$ cat config.mk
export PLATFORM = sky130hd
export DESIGN_NAME = vault_door_ctrl
export DESIGN_NICKNAME = d
export VERILOG_FILES = /design/src/rtl/vault_door_pkg.sv /design/src/rtl/door_timer.sv /design/src/rtl/vault_door_ctrl.sv
export SDC_FILE = /design/constraint.sdc
export NUM_CORES = 1
export LEC_CHECK = 0
export ABC_CLOCK_PERIOD_IN_PS = 4900
export CAP_MARGIN = 10
export CORE_MARGIN = 2
export CORE_UTILIZATION = 55
export CTS_BUF_LIST = sky130_fd_sc_hd__clkbuf_16
export DETAILED_ROUTE_END_ITERATION = 7
export PLACE_DENSITY = 0.81
export SLEW_MARGIN = 15
export SYNTH_ARGS = -nofsm -noshare
export SYNTH_HDL_FRONTEND = slang
export SYNTH_SLANG_ARGS = --single-unit
export TNS_END_PERCENT = 5
$ cat constraint.sdc
create_clock -name clk -period 4.9 [get_ports clk]
set_input_delay 0.98 -clock clk [delete_from_list [all_inputs] [get_ports clk]]
set_output_delay 0.98 -clock clk [all_outputs]
set_load 0.005 [all_outputs]
$ cat src/rtl/vault_door_pkg.sv
// Shared definitions for the vault door controller: state encodings and
// timer sizing helpers.
package vault_door_pkg;

  // Encoded FSM states (plain constants so legacy tools and waveforms agree)
  localparam logic [2:0] ST_IDLE    = 3'd0;
  localparam logic [2:0] ST_OPENING = 3'd1;
  localparam logic [2:0] ST_OPEN    = 3'd2;
  localparam logic [2:0] ST_CLOSING = 3'd3;
  localparam logic [2:0] ST_LOCKOUT = 3'd4;
  localparam logic [2:0] ST_FAULT   = 3'd5;

  // Typed view of the same encodings, handy for casting in debug code
  typedef enum logic [2:0] {
    S_IDLE    = ST_IDLE,
    S_OPENING = ST_OPENING,
    S_OPEN    = ST_OPEN,
    S_CLOSING = ST_CLOSING,
    S_LOCKOUT = ST_LOCKOUT,
    S_FAULT   = ST_FAULT
  } door_state_t;

  function automatic int max3(input int a, input int b, input int c);
    int m;
    m = (a > b) ? a : b;
    return (m > c) ? m : c;
  endfunction

  // Bits needed to hold the largest reload value (cycles - 1), at least 1
  function automatic int timer_width(input int max_cycles);
    return (max_cycles <= 2) ? 1 : $clog2(max_cycles);
  endfunction

endpackage

$ cat src/rtl/door_timer.sv
// Loadable down-counter shared by all timed states of the door controller.
// expired is high while the count sits at zero; the count never wraps.
module door_timer #(
  parameter int WIDTH = 6
) (
  input  logic             clk,
  input  logic             reset,
  input  logic             load,
  input  logic [WIDTH-1:0] load_val,
  input  logic             en,
  output logic             expired
);

  logic [WIDTH-1:0] r_count;

  // Reload on request, otherwise count down and park at zero
  always_ff @(posedge clk or posedge reset) begin
    if (reset) begin
      r_count <= '0;
    end else if (load) begin
      // NOTE: sequential state uses non-blocking assignment so every flop
      // samples the pre-edge values, independent of statement order.
      r_count <= load_val;
    end else if (en && (r_count != '0)) begin
      r_count <= r_count - WIDTH'(1);
    end
  end

  assign expired = (r_count == '0);

endmodule

$ cat src/rtl/vault_door_ctrl.sv
// Vault door controller: opens the door when the puzzle is solved, closes
// it after a hold period, counts failed attempts and enforces a lockout.
// Optional motor-timeout/alarm support is built when VAULT_DOOR_ALARM_EN
// is defined; without it OPENING/CLOSING wait for the motor indefinitely.
module vault_door_ctrl
  import vault_door_pkg::*;
#(
  parameter int MAX_FAILS        = 3,
  parameter int LOCKOUT_CYCLES   = 64,
  parameter int OPEN_HOLD_CYCLES = 32,
  parameter int MOTOR_TIMEOUT    = 16
) (
  input  logic                           clk,
  input  logic                           reset,
  input  logic                           all_done,
  input  logic                           phase_fail,
  input  logic                           door_closed,
  input  logic                           motor_ack,
  output logic                           motor_open_req,
  output logic                           motor_close_req,
  output logic                           door_unlocked,
  output logic                           lockout,
  output logic                           alarm,
  output logic [$clog2(MAX_FAILS+1)-1:0] fail_count,
  output logic                           vault_reset
);

  localparam int FCW = $clog2(MAX_FAILS + 1);
  localparam int TW  = timer_width(max3(MOTOR_TIMEOUT, OPEN_HOLD_CYCLES, LOCKOUT_CYCLES));

  // Timer reloads are cycles-1 so each timed state lasts exactly N cycles
  localparam logic [TW-1:0] LD_MOTOR = TW'(MOTOR_TIMEOUT - 1);
  localparam logic [TW-1:0] LD_HOLD  = TW'(OPEN_HOLD_CYCLES - 1);
  localparam logic [TW-1:0] LD_LOCK  = TW'(LOCKOUT_CYCLES - 1);

  localparam logic [FCW-1:0] FC_MAX  = FCW'(MAX_FAILS);
  localparam logic [FCW-1:0] FC_LAST = FCW'(MAX_FAILS - 1);

  logic [2:0]     r_state;
  logic           r_all_done_q;
  logic [FCW-1:0] r_fail_count;
  logic           r_vault_reset_evt;

  logic [2:0]     w_state_nxt;
  logic           w_rise;
  logic           w_load;
  logic [TW-1:0]  w_load_val;
  logic           w_expired;
  logic           w_fail_inc;
  logic           w_fail_clr;
  logic           w_vr_evt;

  assign w_rise = all_done & ~r_all_done_q;

  door_timer #(.WIDTH(TW)) u_timer (
    .clk      (clk),
    .reset    (reset),
    .load     (w_load),
    .load_val (w_load_val),
    .en       (r_state != ST_IDLE),
    .expired  (w_expired)
  );

  // Next-state, timer reload and fail-counter control
  always_comb begin
    // NOTE: every signal gets a default first so no path leaves one
    // unassigned, which would otherwise infer a latch.
    w_state_nxt = r_state;
    w_load      = 1'b0;
    w_load_val  = LD_MOTOR;
    w_fail_inc  = 1'b0;
    w_fail_clr  = 1'b0;
    w_vr_evt    = 1'b0;
    case (r_state)
      ST_IDLE: begin
        if (w_rise) begin
          // A rise in the same cycle as a fail wins; the fail is dropped
          w_state_nxt = ST_OPENING;
          w_load      = 1'b1;
          w_load_val  = LD_MOTOR;
        end else if (phase_fail && (r_fail_count != FC_MAX)) begin
          w_fail_inc = 1'b1;
          if (r_fail_count == FC_LAST) begin
            w_state_nxt = ST_LOCKOUT;
            w_load      = 1'b1;
            w_load_val  = LD_LOCK;
          end
        end
      end
      ST_OPENING: begin
        // Ack on the expiry cycle still counts as success
        if (motor_ack) begin
          w_state_nxt = ST_OPEN;
          w_load      = 1'b1;
          w_load_val  = LD_HOLD;
          w_fail_clr  = 1'b1;
        end
`ifdef VAULT_DOOR_ALARM_EN
        else if (w_expired) begin
          w_state_nxt = ST_FAULT;
        end
`endif
      end
      ST_OPEN: begin
        if (w_expired && door_closed) begin
          w_state_nxt = ST_CLOSING;
          w_load      = 1'b1;
          w_load_val  = LD_MOTOR;
        end
      end
      ST_CLOSING: begin
        if (motor_ack) begin
          w_state_nxt = ST_IDLE;
          w_vr_evt    = 1'b1;
        end
`ifdef VAULT_DOOR_ALARM_EN
        else if (w_expired) begin
          w_state_nxt = ST_FAULT;
        end
`endif
      end
      ST_LOCKOUT: begin
        if (w_expired) begin
          w_state_nxt = ST_IDLE;
          w_fail_clr  = 1'b1;
          w_vr_evt    = 1'b1;
        end
      end
      ST_FAULT: w_state_nxt = ST_FAULT;
      default:  w_state_nxt = ST_IDLE;
    endcase
  end

  // State, edge-detect copy, fail counter and restart event
  always_ff @(posedge clk or posedge reset) begin
    if (reset) begin
      r_state           <= ST_IDLE;
      r_all_done_q      <= 1'b0;
      r_fail_count      <= '0;
      r_vault_reset_evt <= 1'b0;
    end else begin
      r_state           <= w_state_nxt;
      r_all_done_q      <= all_done;
      r_vault_reset_evt <= w_vr_evt;
      if (w_fail_clr) begin
        r_fail_count <= '0;
      end else if (w_fail_inc) begin
        r_fail_count <= r_fail_count + FCW'(1);
      end
    end
  end

  // Registered output decode; the async reset drops motor requests at once
  always_ff @(posedge clk or posedge reset) begin
    if (reset) begin
      motor_open_req  <= 1'b0;
      motor_close_req <= 1'b0;
      door_unlocked   <= 1'b0;
      lockout         <= 1'b0;
      vault_reset     <= 1'b0;
    end else begin
      motor_open_req  <= (r_state == ST_OPENING);
      motor_close_req <= (r_state == ST_CLOSING);
      door_unlocked   <= (r_state == ST_OPEN);
      lockout         <= (r_state == ST_LOCKOUT);
      vault_reset     <= r_vault_reset_evt;
    end
  end

`ifdef VAULT_DOOR_ALARM_EN
  // Alarm follows the latched FAULT state
  always_ff @(posedge clk or posedge reset) begin
    if (reset) begin
      alarm <= 1'b0;
    end else begin
      alarm <= (r_state == ST_FAULT);
    end
  end
`else
  assign alarm = 1'b0;
`endif

  assign fail_count = r_fail_count;

endmodule

# After elaboration in Yosys (flattened, before gate mapping)
# Index checks and enable logic that the tools add are counted.
[classes] addsub=2 reduce_logical=10 n_eq_ne=13 n_bitwise=2 mux=29
[ops] operator="6-bit two-way mux" n=5
[ops] operator="3-bit two-way mux" n=7
[ops] operator="3-bit one-hot mux with 6 select lines" n=1
[ops] operator="6-bit one-hot mux with 2 select lines" n=1
[ops] operator="2-bit inequality test, second input constant" n=5
[ops] operator="1-bit two-way mux" n=9
[ops] operator="3-bit by 2-bit equality test with 1-bit output, second input constant" n=2
[ops] operator="3-bit equality test, second input constant" n=2
[ops] operator="6-bit zero test" n=1
[ops] operator="3-bit inequality test, second input constant" n=2
[ops] operator="6-bit AND reduction" n=1
[ops] operator="6-bit nonzero test" n=1
[ops] operator="6-bit by 1-bit subtractor with 6-bit output, second input constant" n=1
[ops] operator="5-bit two-way mux" n=1
[ops] operator="2-bit two-way mux" n=2
[ops] operator="1-bit one-hot mux with 2 select lines" n=2
[ops] operator="2-bit nonzero test" n=2
[ops] operator="3-bit by 1-bit equality test with 1-bit output, second input constant" n=1
[ops] operator="1-bit logical AND" n=3
[ops] operator="3-bit zero test" n=1
[ops] operator="1-bit one-hot mux with 3 select lines" n=1
[ops] operator="3-bit nonzero test" n=1
[ops] operator="2-bit by 1-bit adder with 2-bit output, second input constant" n=1
[ops] operator="2-bit equality test, second input constant" n=1
[ops] operator="2 further kinds" n=2
[word_totals] register_bits=18 out_inout_bits=8 elab_cells=66 in_bits=6

# Depth between registers and ports, before layout
[logic_depth] ltp_word=7 depth_mapped=6

# Modules after synthesis
# A second synthesis with hierarchy kept.
[hier_totals] cells_unflattened=110 area_unflattened_um2=1077.3
[modules_own_cells] mod="vault_door_ctrl" cells_per_inst=61 n_inst=1 area_each_um2=650.6 seq_area_each_um2=300.3
[modules_own_cells] mod="door_timer" cells_per_inst=49 n_inst=1 area_each_um2=426.7 seq_area_each_um2=150.1

# Least setup slack after synthesis
# No wires, ideal clock.
[synth_timing] path_kind="register to register" start="register u_timer.r_count[0]" end="register r_fail_count[0], in the netlist fail_count[0]" setup_time_ps=120 path_stages_with_launch=7 path_slack_ps=3035 required_time_ps=4780 synth_period_minus_slack_ps=1865 arrival_ps=1746 cell_sequence="dfrtp_1 inv_1 ha_1 or4b_4 or4_4 a21oi_2 nor2_1"
[synth_via] elab_chain_len=4 elab_cells_between_ends=5
[synth_lines] element="start, declared" line_no="door_timer.sv:14" source="logic [WIDTH-1:0] r_count;"
[synth_lines] element="start signal, assigned" line_no="door_timer.sv:23" source="r_count <= load_val;"
[synth_lines] element="start signal, assigned" line_no="door_timer.sv:25" source="r_count <= r_count - WIDTH'(1);"
[synth_lines] element="6-bit zero test (*)" line_no="door_timer.sv:29" source="assign expired = (r_count == '0);"
[synth_lines] element="1-bit two-way mux (*)" line_no="vault_door_ctrl.sv:123" source="if (w_expired) begin"
[synth_lines] element="1-bit one-hot mux with 2 select lines (*)" line_no="vault_door_ctrl.sv:74" source="case (r_state)"
[synth_lines] element="2-bit two-way mux or 2-bit nonzero test (tied branches)"
[synth_lines] element="end signal, assigned" line_no="vault_door_ctrl.sv:148" source="r_fail_count <= r_fail_count + FCW'(1);"
[synth_lines] element="end, declared" line_no="vault_door_ctrl.sv:41" source="logic [FCW-1:0] r_fail_count;"
# Every way passes the cells marked *; elsewhere a longest branch is shown, timed or not.
# A chain may end at the register's enable or synchronous reset.

# Worst setup path in the final report
[layout_timing] start="register r_fail_count[1], in the netlist fail_count[1]" end="output fail_count[1]"
[layout_lines] element="end, declared" line_no="vault_door_ctrl.sv:24" source="output logic [$clog2(MAX_FAILS+1)-1:0] fail_count,"
# No word-level cell between the ends.

==> impl_metrics.py <==
metrics = {
    "run_status": {
        "outcome": "completed",
    },
    "cts": {
        "cts_buffers": 3,
        "cts_tree": "yes",
        "postCtsSetupBuffers": 0,
        "clk_pin_slew_worst_paths_ps": 50,
        "hold_buffers": 0,
        "clk_root_buffer_cell": "clkbuf_16",
        "cts_sinks": 18,
        "ctsResizeCount": 0,
        "htree_levels": 1,
        "clock_latency_ps": 250,
        "clock_tree.buffer_depth": 2,
    },
    "die": {
        "core_area_um2": 1540,
        "io_pins": 14,
        "die_h_um": 45,
        "die_w_um": 45,
        "num_rows": 14,
        "die_area_um2": 2030,
        "initial_core_util_pct": 60.0,
    },
    "worst_setup_path": {
        "crit_chain": "clkdlybuf4s50_1",
        "reg2reg_depth": 6,
        "startpoint_type": "flip-flop",
        "slowest_delay_ps": 520,
        "end_kind": "output port",
        "r2r-start": "u_timer.r_count[0]",
        "crit_start": "fail_count[1]",
        "crit_cells": 1,
        "crit_arrival_ps": 1160,
        "crit_fanout": 4,
        "crit_slowest_cell": "clkdlybuf4s50_1",
        "cp_num_buf_inv": 1,
        "required_ps": 3920,
        "critical-path-top-delay-family": "buffers and inverters",
        "criticalPathCategory": "reg2out",
    },
    "finish": {
        "drive_gt1_share_pct": 8.26,
        "mostFrequentLayoutCells": "dfrtp_1 (18), clkdlybuf4s50_1 (12), nor2_1 (10)",
        "syn_to_final_growth_pct": 20.7,
        "num_antenna_cells": 0,
        "num-nets-final": 119,
        "layout_commonest_cell": "dfrtp_1",
    },
    "synth": {
        "synthFlopType": "dfrtp_1",
        "seq_area_frac_synth_pct": 48.7,
        "synth_mux_area_share_pct": 1.22,
        "syn_nets": 108,
        "syn_area_per_cell_um2": 9.34,
        "ys_ff_latch": 18,
        "synth_top_family_by_area": "simple AND/OR/NAND/NOR gates",
        "synth-edff-count": 0,
        "yosys_warnings": 0,
        "syn_area_um2": 925,
        "synthCells": 99,
        "synth_compound_area_share_pct": 11.8,
        "synthSimpleGateAreaFrac_pct": 23.8,
        "synth-xor-area-share_pct": 3.79,
        "synth_adder_area_share_pct": 4.06,
        "synth.distinct_cells": 31,
        "synth-async-reset-ratio_pct": 100,
    },
    "grt": {
        "grtUsageTotal_pct": 20.8,
        "grt_pass1_vias": 672,
        "grt_antenna_before_repair": 0,
        "grt_pass1_wl_mm": 2.99,
        "grt_start_max_net_pins": 19,
        "globalRoute.totalOverflow": 0,
    },
    "route": {
        "wl_per_cell_um": 13.6,
        "routed_wl_mm": 1.71,
        "drt-initial-drc-count": 36,
        "dr.pass1.iters": 4,
        "avgViaCountPerCell": 5.91,
        "ant_nets": 0,
        "vias": 739,
        "drc": 0,
    },
    "run": {
        "cap_violations": 0,
    },
    "sta": {
        "period_share_pct": 43.6,
        "maxSlewViolCount": 0,
        "skew_ps": 1.73,
        "rsz0062_at_grt": "no",
        "finalSetupViolCount": 0,
        "fmax_ghz": 0.468,
        "relSlewSlack_pct": 55.8,
        "finalHoldViolations": 0,
        "worst_slack_ps": 2760,
        "layout_min_cycle_time_ps": 2140,
        "worst_slew_pin_slew_ps": 662,
        "tns_ps": 0,
    },
    "place": {
        "numPortBuffers": 12,
        "preCtsSetupSlack_ps": 2540,
        "dp_hpwl_mm": 1.18,
        "routabilityCongestion": 0.810,
    },
    "power_and_ir_drop": {
        "power_density_nw_per_um2": 606,
        "p_leak_nw": 0.478,
        "vdd_drop_max_mv": 0.334,
    },
    "hold_path": {
        "whs_path_depth": 0,
        "hold_path_startpoint": "r_vault_reset_evt",
        "hold_class": "reg2reg",
    },
}
-- per-stage QoR --
stage               instances  power [mW]  cell area (um2)  hold slack [ps]  util [%]
floorplan                  99       0.437              925              331         -
global placement          121       0.508             1040              337      67.3
detailed placement        121       0.515             1040              341      67.3
CTS                       125       0.681             1120              349      72.4
global route              125       0.731             1120              364      72.4
finish                    125       0.676             1120              348      72.4
-- cells in the mapped netlist (2+ instances only) --
cell / count / area, um2
nand2b_1: 2 / 12.5
nand3_1: 3 / 15.0
o31ai_1: 2 / 15.0
nor2b_1: 2 / 12.5
o211ai_1: 2 / 15.0
nand3b_1: 2 / 15.0
dfrtp_1: 18 / 450
nand2_1: 9 / 33.8
ha_1: 3 / 37.5
inv_1: 8 / 30.0
xnor2_1: 2 / 17.5
o22ai_1: 2 / 12.5
nor3_1: 7 / 35.0
xor2_1: 2 / 17.5
clkbuf_1: 4 / 15.0
a21oi_1: 6 / 30.0
nor2_1: 10 / 37.5
o21ai_0: 2 / 10.0
-- registers in the layout (all words and copies together) (netlist names) --
name               flops
lockout                1
door_unlocked          1
motor_close_req        1
vault_reset            1
motor_open_req         1
u_timer.r_count        6
r_all_done_q           1
r_vault_reset_evt      1
r_state                3
fail_count             2
-- worst reg2reg max path, stage by stage (launching register included) --
cell and delay (ps):
dfrtp_1 390, inv_1 100, ha_1 230, or4b_4 540
nor4_2 310, a21oi_1 160, a22o_1 240
-- area by class of cell --
class	instances	area (um2)
inverters	8	30.0
flip-flops and latches	18	450
repair buffers	12	120
clock inverters	1	3.75
well taps	16	20.0
fillers	119	425
multi-input cells	67	417
clock buffers	3	75.1
-- power by group --
part / internal [mW] / total (mW) / switching [mW]
sequential: 0.202 / 0.264 / 0.0623
clock: 0.108 / 0.160 / 0.0515
combinational: 0.121 / 0.253 / 0.131
total: 0.431 / 0.676 / 0.245
-- final timing paths --
path | end | slack (ps)
setup / recovery | fail_count[1] | 2760
hold / removal | vault_reset | 350
setup reg to reg | u_timer.r_count[5] | 2820
hold reg to reg | vault_reset | 350
max in group asynchronous | lockout | 3340
min in group asynchronous | u_timer.r_count[1] | 1130
-- logic make-up after synthesis --
logic type | after synthesis
buffers and inverters | 14
multiplexers | 1
AO/OA/AOI/OAI | 17
adder cells (fa/ha/maj) | 3
flip-flops | 18
XOR/XNOR | 4
other | 1
AND/OR/NAND/NOR | 41
-- per-layer routing --
metal	part of all wire [%]	up-vias	global-route usage, %
li1	-	355	-
met1	48	359	29.9
met2	44	20	29.7
met3	5.6	5	3.60
met4	2.2	0	11.8
met5	0	-	0
Power figures use the tool's default switching activity.
